**src/rtl/rv32i_types.sv**
```systemverilog
// Shared types and sizes for the burst-memory arbiter: FSM states, transfer
// owner encoding and cacheline/beat geometry.
package rv32i_types;

  localparam int BEATS  = 4;
  localparam int ADDR_W = 32;
  localparam int BEAT_W = 64;
  localparam int LINE_W = 256;

  typedef enum logic [2:0] {
    ST_IDLE     = 3'd0,
    ST_RD_CMD   = 3'd1,
    ST_RD_BEATS = 3'd2,
    ST_WR_BEATS = 3'd3,
    ST_RESP     = 3'd4
  } arb_state_t;

  typedef enum logic {
    OWN_I = 1'b0,
    OWN_D = 1'b1
  } arb_owner_t;

  // Memory transfers are always cacheline aligned (32-byte lines).
  function automatic logic [ADDR_W-1:0] line_align(input logic [ADDR_W-1:0] addr);
    return addr & 32'hFFFF_FFE0;
  endfunction

endpackage

```
**src/rtl/bmem_arbiter_chk.sv**
```systemverilog
// Simulation checks on the cache-side request protocol of bmem_arbiter.
module bmem_arbiter_chk (
  input logic clk,
  input logic rst,
  input logic d_read,
  input logic d_write,
  input logic i_resp,
  input logic d_resp
);

  a_no_dual_d_req: assert property (@(posedge clk) disable iff (rst) !(d_read && d_write))
    else $error("bmem_arbiter: d_read and d_write asserted together");

  a_single_resp: assert property (@(posedge clk) disable iff (rst) !(i_resp && d_resp))
    else $error("bmem_arbiter: both responses asserted");

endmodule

```
**src/rtl/line_beat_buf.sv**
```systemverilog
// Cacheline staging register: loads a whole line, writes one 64-bit beat at a
// time, and exposes a selectable beat slice plus the full line.
module line_beat_buf
  import rv32i_types::*;
(
  input  logic              clk,
  input  logic              rst,
  input  logic              load,
  input  logic [LINE_W-1:0] load_line,
  input  logic              wr_en,
  input  logic [1:0]        wr_idx,
  input  logic [BEAT_W-1:0] wr_beat,
  input  logic [1:0]        rd_idx,
  output logic [BEAT_W-1:0] rd_beat,
  output logic [LINE_W-1:0] line
);

  logic [LINE_W-1:0] line_r;

  // Whole-line load wins over a single-beat write; both never coincide.
  always_ff @(posedge clk) begin
    if (rst) begin
      line_r <= {LINE_W{1'b0}};
    end else if (load) begin
      line_r <= load_line;
    end else if (wr_en) begin
      line_r[BEAT_W*wr_idx +: BEAT_W] <= wr_beat;
    end else begin
      line_r <= line_r;
    end
  end

  assign rd_beat = line_r[BEAT_W*rd_idx +: BEAT_W];
  assign line    = line_r;

endmodule

```
**src/rtl/bmem_arbiter.sv**
```systemverilog
// Shares one 64-bit burst memory port between I-cache and D-cache, one 4-beat
// cacheline at a time. Define BMEM_ARB_RR_EN for round-robin arbitration;
// otherwise the D-cache has fixed priority.
module bmem_arbiter
  import rv32i_types::*;
(
  input  logic              clk,
  input  logic              rst,
  input  logic [ADDR_W-1:0] i_addr,
  input  logic              i_read,
  output logic [LINE_W-1:0] i_rdata,
  output logic              i_resp,
  input  logic [ADDR_W-1:0] d_addr,
  input  logic              d_read,
  input  logic              d_write,
  input  logic [LINE_W-1:0] d_wdata,
  output logic [LINE_W-1:0] d_rdata,
  output logic              d_resp,
  output logic [ADDR_W-1:0] bmem_addr,
  output logic              bmem_read,
  output logic              bmem_write,
  output logic [BEAT_W-1:0] bmem_wdata,
  input  logic              bmem_ready,
  input  logic [BEAT_W-1:0] bmem_rdata,
  input  logic              bmem_rvalid
);

  arb_state_t  state_r;
  arb_owner_t  owner_r;
  logic [1:0]  beat_r;
  arb_owner_t  grant_s;
  logic        req_any_s;
  logic        grant_wr_s;
  logic        buf_load_s;
  logic        buf_wr_s;
  logic [1:0]  buf_rd_idx_s;
  logic [BEAT_W-1:0] buf_rd_beat_s;
  logic [LINE_W-1:0] buf_line_s;

`ifdef BMEM_ARB_RR_EN
  arb_owner_t prio_r;

  // Priority passes to the other cache once a transfer completes.
  always_ff @(posedge clk) begin
    if (rst) begin
      prio_r <= OWN_D;
    end else if (state_r == ST_RESP) begin
      prio_r <= (owner_r == OWN_D) ? OWN_I : OWN_D;
    end else begin
      prio_r <= prio_r;
    end
  end
`endif

  // Winner selection and staging-buffer controls.
  always_comb begin
    grant_s   = OWN_D;
    req_any_s = i_read | d_read | d_write;
    if (i_read && (d_read || d_write)) begin
`ifdef BMEM_ARB_RR_EN
      grant_s = prio_r;
`else
      grant_s = OWN_D;
`endif
    end else if (i_read) begin
      grant_s = OWN_I;
    end else begin
      grant_s = OWN_D;
    end
    grant_wr_s   = (grant_s == OWN_D) && d_write;
    buf_load_s   = (state_r == ST_IDLE) && req_any_s && grant_wr_s;
    buf_wr_s     = (state_r == ST_RD_BEATS) && bmem_rvalid;
    buf_rd_idx_s = beat_r + 2'd1;
  end

  line_beat_buf u_buf (
    .clk       (clk),
    .rst       (rst),
    .load      (buf_load_s),
    .load_line (d_wdata),
    .wr_en     (buf_wr_s),
    .wr_idx    (beat_r),
    .wr_beat   (bmem_rdata),
    .rd_idx    (buf_rd_idx_s),
    .rd_beat   (buf_rd_beat_s),
    .line      (buf_line_s)
  );

  // Transfer FSM; every output is registered and set on entry to its state.
  always_ff @(posedge clk) begin
    if (rst) begin
      state_r    <= ST_IDLE;
      owner_r    <= OWN_D;
      beat_r     <= 2'd0;
      i_rdata    <= {LINE_W{1'b0}};
      d_rdata    <= {LINE_W{1'b0}};
      i_resp     <= 1'b0;
      d_resp     <= 1'b0;
      bmem_addr  <= {ADDR_W{1'b0}};
      bmem_read  <= 1'b0;
      bmem_write <= 1'b0;
      bmem_wdata <= {BEAT_W{1'b0}};
    end else begin
      case (state_r)
        ST_IDLE: begin
          i_resp <= 1'b0;
          d_resp <= 1'b0;
          beat_r <= 2'd0;
          if (req_any_s) begin
            owner_r   <= grant_s;
            bmem_addr <= line_align((grant_s == OWN_I) ? i_addr : d_addr);
            if (grant_wr_s) begin
              state_r    <= ST_WR_BEATS;
              bmem_write <= 1'b1;
              bmem_wdata <= d_wdata[BEAT_W-1:0];
            end else begin
              state_r   <= ST_RD_CMD;
              bmem_read <= 1'b1;
            end
          end else begin
            state_r <= ST_IDLE;
          end
        end
        ST_RD_CMD: begin
          if (bmem_ready) begin
            bmem_read <= 1'b0;
            state_r   <= ST_RD_BEATS;
          end else begin
            state_r <= ST_RD_CMD;
          end
        end
        ST_RD_BEATS: begin
          if (bmem_rvalid) begin
            beat_r <= beat_r + 2'd1;
            if (beat_r == 2'd3) begin
              state_r <= ST_RESP;
              if (owner_r == OWN_I) begin
                i_resp  <= 1'b1;
                i_rdata <= {bmem_rdata, buf_line_s[3*BEAT_W-1:0]};
              end else begin
                d_resp  <= 1'b1;
                d_rdata <= {bmem_rdata, buf_line_s[3*BEAT_W-1:0]};
              end
            end else begin
              state_r <= ST_RD_BEATS;
            end
          end else begin
            state_r <= ST_RD_BEATS;
          end
        end
        ST_WR_BEATS: begin
          if (bmem_ready) begin
            if (beat_r == 2'd3) begin
              beat_r     <= 2'd0;
              bmem_write <= 1'b0;
              bmem_wdata <= {BEAT_W{1'b0}};
              d_resp     <= 1'b1;
              state_r    <= ST_RESP;
            end else begin
              beat_r     <= beat_r + 2'd1;
              bmem_wdata <= buf_rd_beat_s;
              state_r    <= ST_WR_BEATS;
            end
          end else begin
            state_r <= ST_WR_BEATS;
          end
        end
        ST_RESP: begin
          i_resp  <= 1'b0;
          d_resp  <= 1'b0;
          beat_r  <= 2'd0;
          state_r <= ST_IDLE;
        end
        default: begin
          state_r <= ST_IDLE;
        end
      endcase
    end
  end

  bmem_arbiter_chk u_chk (
    .clk     (clk),
    .rst     (rst),
    .d_read  (d_read),
    .d_write (d_write),
    .i_resp  (i_resp),
    .d_resp  (d_resp)
  );

endmodule

```
**config.mk**
```make
export PLATFORM = sky130hd
export DESIGN_NAME = bmem_arbiter
export DESIGN_NICKNAME = d
export VERILOG_FILES = /design/src/rtl/rv32i_types.sv /design/src/rtl/bmem_arbiter_chk.sv /design/src/rtl/line_beat_buf.sv /design/src/rtl/bmem_arbiter.sv
export SDC_FILE = /design/constraint.sdc
export NUM_CORES = 2
export LEC_CHECK = 0
export CAP_MARGIN = 10
export CELL_PAD_IN_SITES_DETAIL_PLACEMENT = 0
export CELL_PAD_IN_SITES_GLOBAL_PLACEMENT = 2
export CORE_AREA = 5 5 392 394
export DETAILED_ROUTE_END_ITERATION = 6
export DIE_AREA = 0 0 397 399
export PLACE_DENSITY_LB_ADDON = 0.3
export SETUP_SLACK_MARGIN = 0.4
export SYNTH_ARGS = -nofsm -noshare
export SYNTH_HDL_FRONTEND = slang
export SYNTH_SLANG_ARGS = --single-unit
```
**constraint.sdc**
```tcl
create_clock -name clk -period 3.8 [get_ports clk]
set_clock_uncertainty 0.05 [all_clocks]
set_input_delay 0.76 -clock clk [delete_from_list [all_inputs] [get_ports clk]]
set_output_delay 0.76 -clock clk [all_outputs]
set_load 0.05 [all_outputs]
```
==> impl_metrics.xml <==
<?xml version="1.0" encoding="UTF-8"?>
<metrics>
  <group name="synthesis">
    <metric name="list_of_most_frequent_post_synthesis_cells" unit="">nand2_1, dfxtp_1, a21oi_1</metric>
    <metric name="area_share_of_the_largest_cell_type_after_synthesis" unit="%">51.8</metric>
    <metric name="yosysMostFrequentCell" unit="">nand2_1</metric>
    <metric name="synth_area_leaders" unit="">dfxtp_1, nand2_1, a21oi_1</metric>
    <metric name="ys_seq_elements" unit="">869</metric>
    <metric name="syn_inst" unit="">3841</metric>
    <metric name="number_of_synthesized_flops_with_an_enable_pin" unit="">0</metric>
    <metric name="post_synth_instance_area" unit="um^2">33600</metric>
    <metric name="post_synth_num_cell_types" unit="">52</metric>
    <metric name="yosysTopAreaCell" unit="">dfxtp_1</metric>
    <metric name="seq_area_frac_synth" unit="%">51.8</metric>
    <metric name="synthArstFlopShare" unit="%">0</metric>
    <metric name="synth-main-ff-cell" unit="">dfxtp_1</metric>
    <metric name="synthesis.yosys.warnings" unit="">0</metric>
    <metric name="syn_avg_cell_area" unit="um^2">8.74</metric>
  </group>
  <group name="power_and_ir_drop">
    <metric name="report.power.total" unit="W">0.0243</metric>
    <metric name="worst_ir_drop_vdd" unit="mV">0.374</metric>
    <metric name="cellLeakagePower" unit="nW">16.4</metric>
    <metric name="power.density" unit="nW/um^2">494</metric>
  </group>
  <group name="timing">
    <metric name="setup_repair_after_global_routing_missed_its_margin" unit="">no</metric>
    <metric name="hold-worst-slack" unit="ns">0.383</metric>
    <metric name="timing.setup.tns" unit="ns">0</metric>
    <metric name="finalCriticalPeriod" unit="ns">3.07</metric>
    <metric name="hold_viol_final" unit="">0</metric>
    <metric name="slew-limit-headroom" unit="%">32.9</metric>
    <metric name="timing.final.setup_violations" unit="">0</metric>
    <metric name="drv_slew" unit="">0</metric>
    <metric name="worst_pin_slew" unit="ns">1.00</metric>
    <metric name="max_freq" unit="MHz">326</metric>
    <metric name="layout_worst_path_cycle_share" unit="%">80.8</metric>
  </group>
  <group name="critical_path">
    <metric name="crit_fanout" unit="">2</metric>
    <metric name="cp.required" unit="ns">2.99</metric>
    <metric name="crit_path_kind" unit="">reg -&gt; out</metric>
    <metric name="reg2reg_from" unit="">state_r[1]$_SDFF_PP0_</metric>
    <metric name="timing.critical_path.from" unit="">d_rdata[255]$_SDFFE_PP0P_</metric>
    <metric name="critPathBufInv" unit="">1</metric>
    <metric name="cp_top_family" unit="">buffers and inverters</metric>
    <metric name="timing.critical_path.cells" unit="">clkdlybuf4s50_1</metric>
    <metric name="cp_max_delay_cell" unit="">clkdlybuf4s50_1</metric>
    <metric name="worstSetupEndpointType" unit="">output pin</metric>
    <metric name="critical_path.max_stage_delay" unit="ns">0.91</metric>
    <metric name="crit_path_start_kind" unit="">flip-flop</metric>
    <metric name="worst-endpoint-arrival" unit="ns">2.26</metric>
  </group>
  <group name="clock_tree">
    <metric name="cts_num_sinks" unit="">869</metric>
    <metric name="cts.repair.resized" unit="">0</metric>
    <metric name="cts_max_level" unit="">3</metric>
    <metric name="clkTransAtPathRegs" unit="ns">0.06</metric>
    <metric name="cts_tree" unit="">built</metric>
    <metric name="cts-buffers-inserted" unit="">105</metric>
    <metric name="cts.repair_timing.setup_buffer_count" unit="">0</metric>
    <metric name="holdBufCountCts" unit="">0</metric>
    <metric name="clk_latency" unit="ns">0.73</metric>
    <metric name="cts_buffer_depth" unit="">3</metric>
    <metric name="cell_chosen_for_the_clock_root" unit="">clkbuf_16</metric>
  </group>
  <group name="floorplanning">
    <metric name="die_area" unit="um^2">158000</metric>
    <metric name="std_cell_rows" unit="">142</metric>
    <metric name="placeableCoreArea" unit="um^2">149000</metric>
    <metric name="floorplan.io_pins" unit="">1003</metric>
    <metric name="vertical_extent_of_the_die" unit="um">399</metric>
    <metric name="initial_core_util" unit="%">22.5</metric>
    <metric name="die_w" unit="um">397</metric>
  </group>
  <group name="cells_and_area">
    <metric name="design.final.nets" unit="">5074</metric>
    <metric name="final_layout_size_suffix_gt1_share" unit="%">7.74</metric>
    <metric name="area.growth.synth_to_final" unit="%">46.6</metric>
    <metric name="post_layout_nonfiller_instances" unit="">6812</metric>
    <metric name="fillCellCount" unit="">15746</metric>
    <metric name="post-route-util" unit="%">32.9</metric>
  </group>
  <group name="route">
    <metric name="drt-wirelength-per-cell" unit="um">27.7</metric>
    <metric name="finalWirelength" unit="um">189000</metric>
    <metric name="vias_per_cell" unit="">4.87</metric>
    <metric name="detail_route.drc_violations" unit="">5</metric>
    <metric name="ant_nets" unit="">0</metric>
    <metric name="first_iter_violations" unit="">3054</metric>
    <metric name="drtPass1Iterations" unit="">7</metric>
    <metric name="vias" unit="">33203</metric>
  </group>
  <group name="grt">
    <metric name="gr-total-overflow" unit="">0</metric>
    <metric name="pin_count_of_the_biggest_net_entering_global_routing" unit="">105</metric>
    <metric name="track_usage" unit="%">22.7</metric>
    <metric name="wire_length_of_the_first_global_routing_pass" unit="um">260000</metric>
    <metric name="grt_pass1_vias" unit="">32349</metric>
    <metric name="grt_antenna_before_repair" unit="">39</metric>
  </group>
  <group name="place">
    <metric name="portBuffers" unit="">987</metric>
    <metric name="place.gp.congestion" unit="">0.818</metric>
    <metric name="hpwlAfterDp" unit="um">128000</metric>
    <metric name="placed_cells_incl_taps" unit="">6587</metric>
  </group>
  <group name="hold_path">
    <metric name="min_path_type" unit="">in -&gt; reg</metric>
    <metric name="min-delay-start" unit="">rst</metric>
  </group>
  <group name="status">
    <metric name="violations" unit="">DRC</metric>
    <metric name="status" unit="">finished with violations</metric>
  </group>
  <group name="run">
    <metric name="timing.max_cap.violations" unit="">0</metric>
  </group>
</metrics>
[logic make-up after synthesis]
| logic type | synth area share [%] |
|---|---|
| compound gates | 17.7 |
| flops | 51.8 |
| fa+ha+maj | 0.186 |
| simple gates | 19.7 |
| buf+inv | 5.49 |
| mux | 5.13 |
| other cells | 0.0112 |
[path summary, 6_finish.rpt]
path,end,slack (ns),cells after the start
worst max-delay path,d_rdata[255],0.73,1
worst min-delay path,u_buf.line[51]$_SDFFE_PP0P_,0.38,2
worst max register to register,bmem_wdata[55]$_SDFFE_PP0P_,0.93,5
worst min register to register,d_rdata[240]$_SDFFE_PP0P_,0.40,2
[layout make-up]
cell class	count	area, um^2	area share (%)
diodes	29	72.6	0.147
clock buffers	152	3080	6.25
clock inverters	44	484	0.984
inverters	5	18.8	0.0381
multi-input cells	2613	14500	29.5
flip-flops and latches	869	17400	35.4
well taps	2016	2520	5.13
repair buffers	1084	11100	22.5
[cells in the final DEF (no fill, tap or decap), drive strengths merged, types with 5 or more instances in the layout]
master,netlist,final
clkbuf,193,152
clkdlybuf4s50,0,986
dfxtp,869,869
inv,5,10
a21oi,521,521
bufinv,0,6
nor4,5,5
nor3,188,188
a221oi,181,181
a221o,35,35
nor2,325,325
buf,165,98
nand2,1031,1031
mux2i,28,28
ha,5,5
a211oi,27,27
nor2b,14,14
diode,0,29
o21ai,7,7
a222oi,105,105
conb,1,5
clkinv,0,32
mux4,64,64
and2,34,34
[metal layers]
metal	vias to the layer above	share of wire, %	GRT usage [%]
li1	15198	-	-
met1	16404	41	27.7
met2	1359	48	38.0
met3	234	8.2	6.55
met4	8	3.0	8.03
met5	-	0.026	0
[power by group]
part           total [W]  switching [W]  internal (W)
clock             0.0105        0.00443       0.00606
combinational    0.00387        0.00241       0.00146
sequential       0.00997       0.000436       0.00954
[sequential cells by signal (all words and copies together), names as in the netlist]
register and cells:
d_rdata 256, u_buf.line 256, i_resp 1, state_r 3, owner_r 1, beat_r 2, bmem_addr 27, bmem_write 1
d_resp 1, bmem_read 1, i_rdata 256, bmem_wdata 64
[per-stage QoR]
step                setup WS [ns]  cell area, um^2
floorplan                   0.547            33600
global placement            0.421            45600
detailed placement          0.385            45600
CTS                         0.593            49100
global route                0.639            49200
finish                      0.729            49200
No activity file was read; power rests on OpenSTA's default activity.
